File: config.mk
export PLATFORM = sky130hd
export DESIGN_NAME = echo_request_driver
export DESIGN_NICKNAME = d
export VERILOG_FILES = /design/src/rtl/echo_pipe_pkg.sv /design/src/rtl/echo_expect_fifo.sv /design/src/rtl/echo_request_driver.sv
export SDC_FILE = /design/constraint.sdc
export NUM_CORES = 1
export LEC_CHECK = 0
export ABC_AREA = 1
export CAP_MARGIN = 20
export CORE_UTILIZATION = 33
export DETAILED_ROUTE_END_ITERATION = 6
export DONT_BUFFER_PORTS = 1
export GPL_ROUTABILITY_DRIVEN = 1
export MAX_ROUTING_LAYER = met4
export PLACE_DENSITY = 0.51
export SYNTH_ARGS = -nofsm -noshare
export SYNTH_HDL_FRONTEND = slang
export SYNTH_SLANG_ARGS = --single-unit
File: constraint.sdc
create_clock -name CLK -period 19.3 [get_ports CLK]
set_clock_uncertainty 0.2 [all_clocks]
set_input_delay 0.965 -clock CLK [delete_from_list [all_inputs] [get_ports CLK]]
set_output_delay 0.965 -clock CLK [all_outputs]
set_load 0.1 [all_outputs]
File: src/rtl/echo_pipe_pkg.sv
// Shared definitions for the Echo request/indication pipe.
//   - tag constants for say / say2
//   - bit offsets of the tag, meth, v and v2 fields inside a 128-bit message
//   - 128-bit message typedef and driver state enum
//   - make_request: builds the request message for a given request index
//   - sat_inc: 32-bit saturating increment
package echo_pipe_pkg;

    localparam int unsigned MSG_W   = 128;
    localparam int unsigned FIELD_W = 32;

    localparam logic [31:0] TAG_SAY2 = 32'd1;
    localparam logic [31:0] TAG_SAY  = 32'd2;

    localparam int unsigned TAG_LSB  = 0;
    localparam int unsigned METH_LSB = 32;
    localparam int unsigned V_LSB    = 64;
    localparam int unsigned V2_LSB   = 96;

    typedef logic [MSG_W-1:0] echo_msg_t;

    typedef enum logic [1:0] {
        IDLE = 2'd0,
        RUN  = 2'd1,
        DONE = 2'd2
    } drv_state_t;

    // Even indices are say (v2 = 0), odd indices are say2 (v2 = ~v).
    function automatic echo_msg_t make_request(input logic [31:0] idx,
                                               input logic [31:0] seed);
        echo_msg_t   msg;
        logic [31:0] val;
        val = seed + idx;
        msg = '0;
        msg[TAG_LSB  +: FIELD_W] = idx[0] ? TAG_SAY2 : TAG_SAY;
        msg[METH_LSB +: FIELD_W] = idx;
        msg[V_LSB    +: FIELD_W] = val;
        msg[V2_LSB   +: FIELD_W] = idx[0] ? ~val : '0;
        return msg;
    endfunction

    function automatic logic [31:0] sat_inc(input logic [31:0] x);
        return (x == '1) ? x : x + 32'd1;
    endfunction

endpackage

File: src/rtl/echo_expect_fifo.sv
// Expected-message queue for the echo driver.
// DEPTH x WIDTH synchronous FIFO; DEPTH must be a power of two (pointers wrap
// naturally). flush empties the queue and overrides push/pop in that cycle.
// Ports:
//   clk, rst_n         clock, asynchronous active-low reset
//   flush              discard all entries
//   push, push_data    write one entry (ignored when full)
//   pop                drop the head entry (ignored when empty)
//   head               current head entry (valid when !empty)
//   full, empty        occupancy flags
module echo_expect_fifo #(
    parameter int unsigned DEPTH = 4,
    parameter int unsigned WIDTH = 128
) (
    input  logic             clk,
    input  logic             rst_n,
    input  logic             flush,
    input  logic             push,
    input  logic [WIDTH-1:0] push_data,
    input  logic             pop,
    output logic [WIDTH-1:0] head,
    output logic             full,
    output logic             empty
);

    localparam int unsigned AW = (DEPTH > 1) ? $clog2(DEPTH) : 1;

    logic [WIDTH-1:0] mem [DEPTH];
    logic [AW-1:0]    wr_ptr;
    logic [AW-1:0]    rd_ptr;
    logic [AW:0]      fill;
    logic             do_push;
    logic             do_pop;

    assign full    = (fill == (AW+1)'(DEPTH));
    assign empty   = (fill == '0);
    assign head    = mem[rd_ptr];
    assign do_push = push && !full && !flush;
    assign do_pop  = pop && !empty && !flush;

    always_ff @(posedge clk) begin
        if (do_push) begin
            mem[wr_ptr] <= push_data;
        end
    end

    always_ff @(posedge clk or negedge rst_n) begin
        if (!rst_n) begin
            wr_ptr <= '0;
            rd_ptr <= '0;
            fill   <= '0;
        end else if (flush) begin
            wr_ptr <= '0;
            rd_ptr <= '0;
            fill   <= '0;
        end else begin
            if (do_push) begin
                wr_ptr <= wr_ptr + AW'(1);
            end
            if (do_pop) begin
                rd_ptr <= rd_ptr + AW'(1);
            end
            if (do_push && !do_pop) begin
                fill <= fill + (AW+1)'(1);
            end else if (do_pop && !do_push) begin
                fill <= fill - (AW+1)'(1);
            end
        end
    end

endmodule

File: src/rtl/echo_request_driver.sv
// Hardware initiator for the Echo request/indication protocol.
// Sends start_count say/say2 requests, keeps each sent message in an in-order
// expected queue and checks returning indications against its head.
// Optional watchdog: define ECHO_DRIVER_TIMEOUT_EN.
module echo_request_driver
  import echo_pipe_pkg::*;
#(
  parameter int unsigned DEPTH          = 4,
  parameter logic [31:0] SEED           = 32'h100,
  parameter int unsigned TIMEOUT_CYCLES = 1024
) (
  input  logic         CLK,
  input  logic         nRST,
  input  logic         start__ENA,
  input  logic [31:0]  start_count,
  output logic         start__RDY,
  output logic         request_enq__ENA,
  output logic [127:0] request_enq_v,
  input  logic         request_enq__RDY,
  input  logic         indication_enq__ENA,
  input  logic [127:0] indication_enq_v,
  output logic         indication_enq__RDY,
  output logic         done,
  output logic [31:0]  pass_count,
  output logic [31:0]  err_count,
  output logic         timeout
);

  drv_state_t  state_q;
  drv_state_t  state_d;
  logic [31:0] count_q;
  logic [31:0] sent_q;
  logic [31:0] pass_q;
  logic [31:0] err_q;
  logic        start_acc;
  logic        req_ena;
  logic        fire;
  echo_msg_t   req_msg;
  logic        fifo_flush;
  logic        fifo_pop;
  logic        fifo_full;
  logic        fifo_empty;
  echo_msg_t   fifo_head;
  logic        ind_match;

  assign start_acc = start__ENA && start__RDY;
  assign req_msg   = make_request(sent_q, SEED);
  assign fifo_pop  = indication_enq__ENA && !fifo_empty;
  assign ind_match = (fifo_head == indication_enq_v);

  echo_expect_fifo #(
    .DEPTH (DEPTH),
    .WIDTH (MSG_W)
  ) u_expect (
    .clk       (CLK),
    .rst_n     (nRST),
    .flush     (fifo_flush),
    .push      (req_ena),
    .push_data (req_msg),
    .pop       (fifo_pop),
    .head      (fifo_head),
    .full      (fifo_full),
    .empty     (fifo_empty)
  );

  always_ff @(posedge CLK or negedge nRST) begin
    if (!nRST) begin
      state_q <= IDLE;
    end else begin
      state_q <= state_d;
    end
  end

  always_comb begin
    state_d    = state_q;
    start__RDY = 1'b0;
    req_ena    = 1'b0;
    fifo_flush = 1'b0;
    unique case (state_q)
      IDLE, DONE: begin
        start__RDY = 1'b1;
        if (start__ENA) begin
          state_d    = RUN;
          fifo_flush = 1'b1;
        end
      end
      RUN: begin
        // No new request on the cycle the watchdog flushes the queue.
        req_ena = (sent_q < count_q) && !fifo_full && request_enq__RDY && !fire;
        if (fire) begin
          state_d    = DONE;
          fifo_flush = 1'b1;
        end else if ((sent_q == count_q) && fifo_empty) begin
          state_d = DONE;
        end
      end
      default: state_d = IDLE;
    endcase
  end

  // An indication landing on the start cycle is discarded with the old run.
  always_ff @(posedge CLK or negedge nRST) begin
    if (!nRST) begin
      count_q <= '0;
      sent_q  <= '0;
      pass_q  <= '0;
      err_q   <= '0;
    end else if (start_acc) begin
      count_q <= start_count;
      sent_q  <= '0;
      pass_q  <= '0;
      err_q   <= '0;
    end else begin
      if (req_ena) begin
        sent_q <= sent_q + 32'd1;
      end
      if (indication_enq__ENA) begin
        if (!fifo_empty && ind_match) begin
          pass_q <= sat_inc(pass_q);
        end else begin
          err_q <= sat_inc(err_q);
        end
      end
    end
  end

`ifdef ECHO_DRIVER_TIMEOUT_EN
  logic [31:0] wd_q;
  logic        wd_active;
  logic        timeout_q;

  assign wd_active = (state_q == RUN) && !fifo_empty && !indication_enq__ENA;
  assign fire      = wd_active && ((wd_q + 32'd1) == TIMEOUT_CYCLES[31:0]);

  always_ff @(posedge CLK or negedge nRST) begin
    if (!nRST) begin
      wd_q      <= '0;
      timeout_q <= 1'b0;
    end else if (start_acc) begin
      wd_q      <= '0;
      timeout_q <= 1'b0;
    end else begin
      if (indication_enq__ENA) begin
        wd_q <= '0;
      end else if (wd_active) begin
        wd_q <= wd_q + 32'd1;
      end
      if (fire) begin
        timeout_q <= 1'b1;
      end
    end
  end

  assign timeout = timeout_q;
`else
  logic unused_timeout_cfg;
  assign unused_timeout_cfg = ^TIMEOUT_CYCLES;
  assign fire    = 1'b0;
  assign timeout = 1'b0;
`endif

  assign request_enq__ENA    = req_ena;
  assign request_enq_v       = req_ena ? req_msg : '0;
  assign indication_enq__RDY = 1'b1;
  assign done                = (state_q == DONE);
  assign pass_count          = pass_q;
  assign err_count           = err_q;

endmodule

==> impl_metrics.yaml <==
run_status:
  status: "complete, no violations"
sta:
  worst_slack_ns: 12.95
  max-slew-margin-rel_pct: 24.9
  period_needed_ns: 6.35
  hold_viol: 0
  final_max_slew_viol_count: 0
  tightest_slew_ns: 1.13
  max_freq_ghz: 0.157
  setup_tns_ns: 0
  finalCritPeriodShare_pct: 32.9
  setup_viol: 0
  rsz0062_at_grt: "false"
clocking:
  htreeDepth: 2
  numCtsBuffers: 54
  cts_tree: "done"
  worstSkewPairLatency_ns: 0.65
  clkTransAtPathRegs_ns: 0.07
  cts_sinks: 489
  clock-root-buffer: "clkbuf_16"
  clk_path_buf_depth: 3
placed_design:
  port_buffers: 0
  place_ws_ns: 13.59
  gp_congestion: 0.927
  dp_hpwl_um: 60600
worst_setup_path:
  critPathKind: "flop to primary output"
  start_kind: "flop"
  reg2regPathDepth: 13
  crit_path_end_kind: "primary output"
  crit_buf_inv: 4
  critPathSlowestCell: "nor2_2"
  cpPeakStageDelay_ns: 0.96
  crit_cells: 13
  crit_family: "simple AND/OR/NAND/NOR gates"
  critical_path.max_fanout: 39
  crit_chain: "clkinv_1, buf_4, ha_1, inv_1, a21oi_1, o21ai_0, a21oi_1, o21ai_0, nand2_1, nand2_4, nor2_4, inv_2, nor2_2"
  worstPathRequired_ns: 18.14
  arrival_ns: 5.18
floorplan:
  start_util_pct: 33.5
  die_h_um: 283
  core-area_um2: 77700
  ios: 362
  dieArea_um2: 80000
  die_w_um: 283
  rows: 102
synth:
  ys_async_sr_fraction_pct: 28.0
  synth_top_family_by_area: "simple AND/OR/NAND/NOR gates"
  synth.most_common_cell: "nand2_1"
  synthSimpleGateAreaFrac_pct: 30.2
  synth.area.mux_share_pct: 0
  yosys_warnings: 0
  synth_area_leaders: "edfxtp_1 41%, nand2_1 14%, dfrtp_1 13%"
  synth_compound_gate_area_share_pct: 2.27
  synth_ff_type: "edfxtp_1"
  synth_top_area_cell: "edfxtp_1"
  synth-edff-count: 352
  synth-xor-area-share_pct: 3.70
  synth.cell_area_um2: 26000
  yosysTopAreaCellShare_pct: 40.6
  avgSynthCellArea_um2: 8.51
  synth-seq-area-share_pct: 53.8
  synthTopCellsByCount: "959 x nand2_1, 352 x edfxtp_1, 349 x nand3_1"
  synth-seq-cells: 489
  synth_cells: 3057
  yosysUniqueCellTypes: 40
  yosys.area_share.adder_pct: 2.05
routing:
  wire_per_inst_um: 21.1
  drtIter0Drc: 1577
  ant_nets: 0
  vias_per_cell: 4.93
  first_pass_iters: 5
  drc: 0
  via_count: 20400
  drt-total-wl_um: 87300
finish:
  syn_to_final_growth_pct: 13.4
  finalNetCount: 3254
  multiInputGateArea_um2: 10400
  fill_cells: 7884
  regArea_um2: 14000
  drive_gt1_share_pct: 8.18
grt:
  grt_overflow: 0
  antenna_found_initial: 5
  grt_pass1_vias: 18900
  grt_max_degree: 138
  grt_use_total_pct: 22.3
  grt_pass1_wl_um: 127000
run:
  max_cap_violations: 0
power_and_ir_drop:
  power.density_nw_per_um2: 160
  ir_drop_uv: 172
  power.leakage_nw: 12.5
hold_path:
  hp-class: "input pin to async pin"
## power by group
group,total [W],internal [W],switching (W)
Combinational,0.00197,0.000431,0.00154
Sequential,0.00165,0.00147,0.000184
Clock,0.00110,0.000645,0.000452
## worst paths after layout
| path | from | to | slack [ns] |
|---|---|---|---|
| worst max register to register | sent_q[0]$_DFFE_PN0P_ | u_expect.mem[0][48]$_DFFE_PP_ | 14.05 |
| max in group asynchronous | nRST | u_expect.rd_ptr[1]$_DFFE_PN0P_ | 18.10 |
| worst min register to register | u_expect.fill[0]$_DFFE_PN0P_ | u_expect.fill[0]$_DFFE_PN0P_ | 0.31 |
| worst max-delay path | sent_q[0]$_DFFE_PN0P_ | request_enq_v[112] | 12.95 |
| worst min-delay path | nRST | err_count[10]$_DFFE_PN0P_ | 0.08 |
| min in group CLK | start_count[0] | count_q[0]$_DFFE_PN0P_ | 0.26 |
## cells in the final DEF (no fill, tap or decap), types with 3 or more instances in the layout
master     Yosys  routed
clkinv_1       3      10
dfrtp_1      137     135
buf_12         0       4
buf_4         54      50
nor2_4         0      13
xor2_2         0       3
diode_2        0       6
conb_1         2      33
nor2_1       293     203
edfxtp_1     352     352
o21ai_0       79      79
bufinv_16      0       9
xor2_1        90      87
nand4_1      108     108
nor3_2         0       3
a21oi_1       22      22
nand3_1      349     349
clkinv_2       0      12
nand3b_1      31      31
nor3_1        70      67
xnor2_1       20      20
clkbuf_16      0      54
inv_1        298     297
buf_16         0      10
clkbuf_1      48      15
nor4_1        15      15
ha_1          41      41
nor2_2         1      78
a31oi_1        4       4
nand2_1      959     958
## routing by layer
layer  GRT usage (%)  wire [um]  vias up  share of wire (%)
li1                -          -    10000                  -
met1            29.2      37900     9600                 43
met2            33.9      39700      648                 46
met3            5.12       6650      142                7.6
met4            7.53       3050        0                3.5
met5               -          0        -                  0
## registers in the layout, summed over array words and instances, names as in the netlist
signal and flops:
count_q 32, err_count 32, pass_count 32, sent_q 32, state_q 2, u_expect.fill 3
u_expect.mem 352, u_expect.rd_ptr 2, u_expect.wr_ptr 2
## through the flow
step | power, W | std cells | hold WS (ns) | utilization [%] | area, um2
floorplan | 0.00306 | 3088 | 0.248 | - | 26100
global placement | 0.00360 | 4019 | 0.291 | 35.2 | 27300
detailed placement | 0.00363 | 4028 | 0.288 | 35.4 | 27600
CTS | 0.00475 | 4131 | 0.137 | 37.9 | 29500
global route | 0.00500 | 4139 | 0.134 | 38.0 | 29500
finish | 0.00472 | 4139 | 0.0829 | 38.0 | 29500
## cells by family after synthesis
kind of cell	after synthesis
flip-flops	489
AO/OA/AOI/OAI	113
other	2
buffers and inverters	467
XOR/XNOR	110
AND/OR/NAND/NOR	1834
adder cells (fa/ha/maj)	42
## layout make-up
type                            instances  share of cell area, %
Sequential cell                       489                   47.5
Multi-Input combinational cell       2132                   35.3
Clock buffer                           69                   4.81
Tap cell                             1040                   4.41
Inverter                              304                   3.90
Timing Repair Buffer                   66                   2.53
Clock inverter                         33                   1.55
Antenna cell                            6                 0.0509
## repair_timing
item                       CTS  global route
resized for setup            0             0
setup endpoints to repair    0             0
hold endpoints to repair   137             0
buffers inserted             0             0
hold buffers                 1             0
Power figures use the tool's default switching activity.
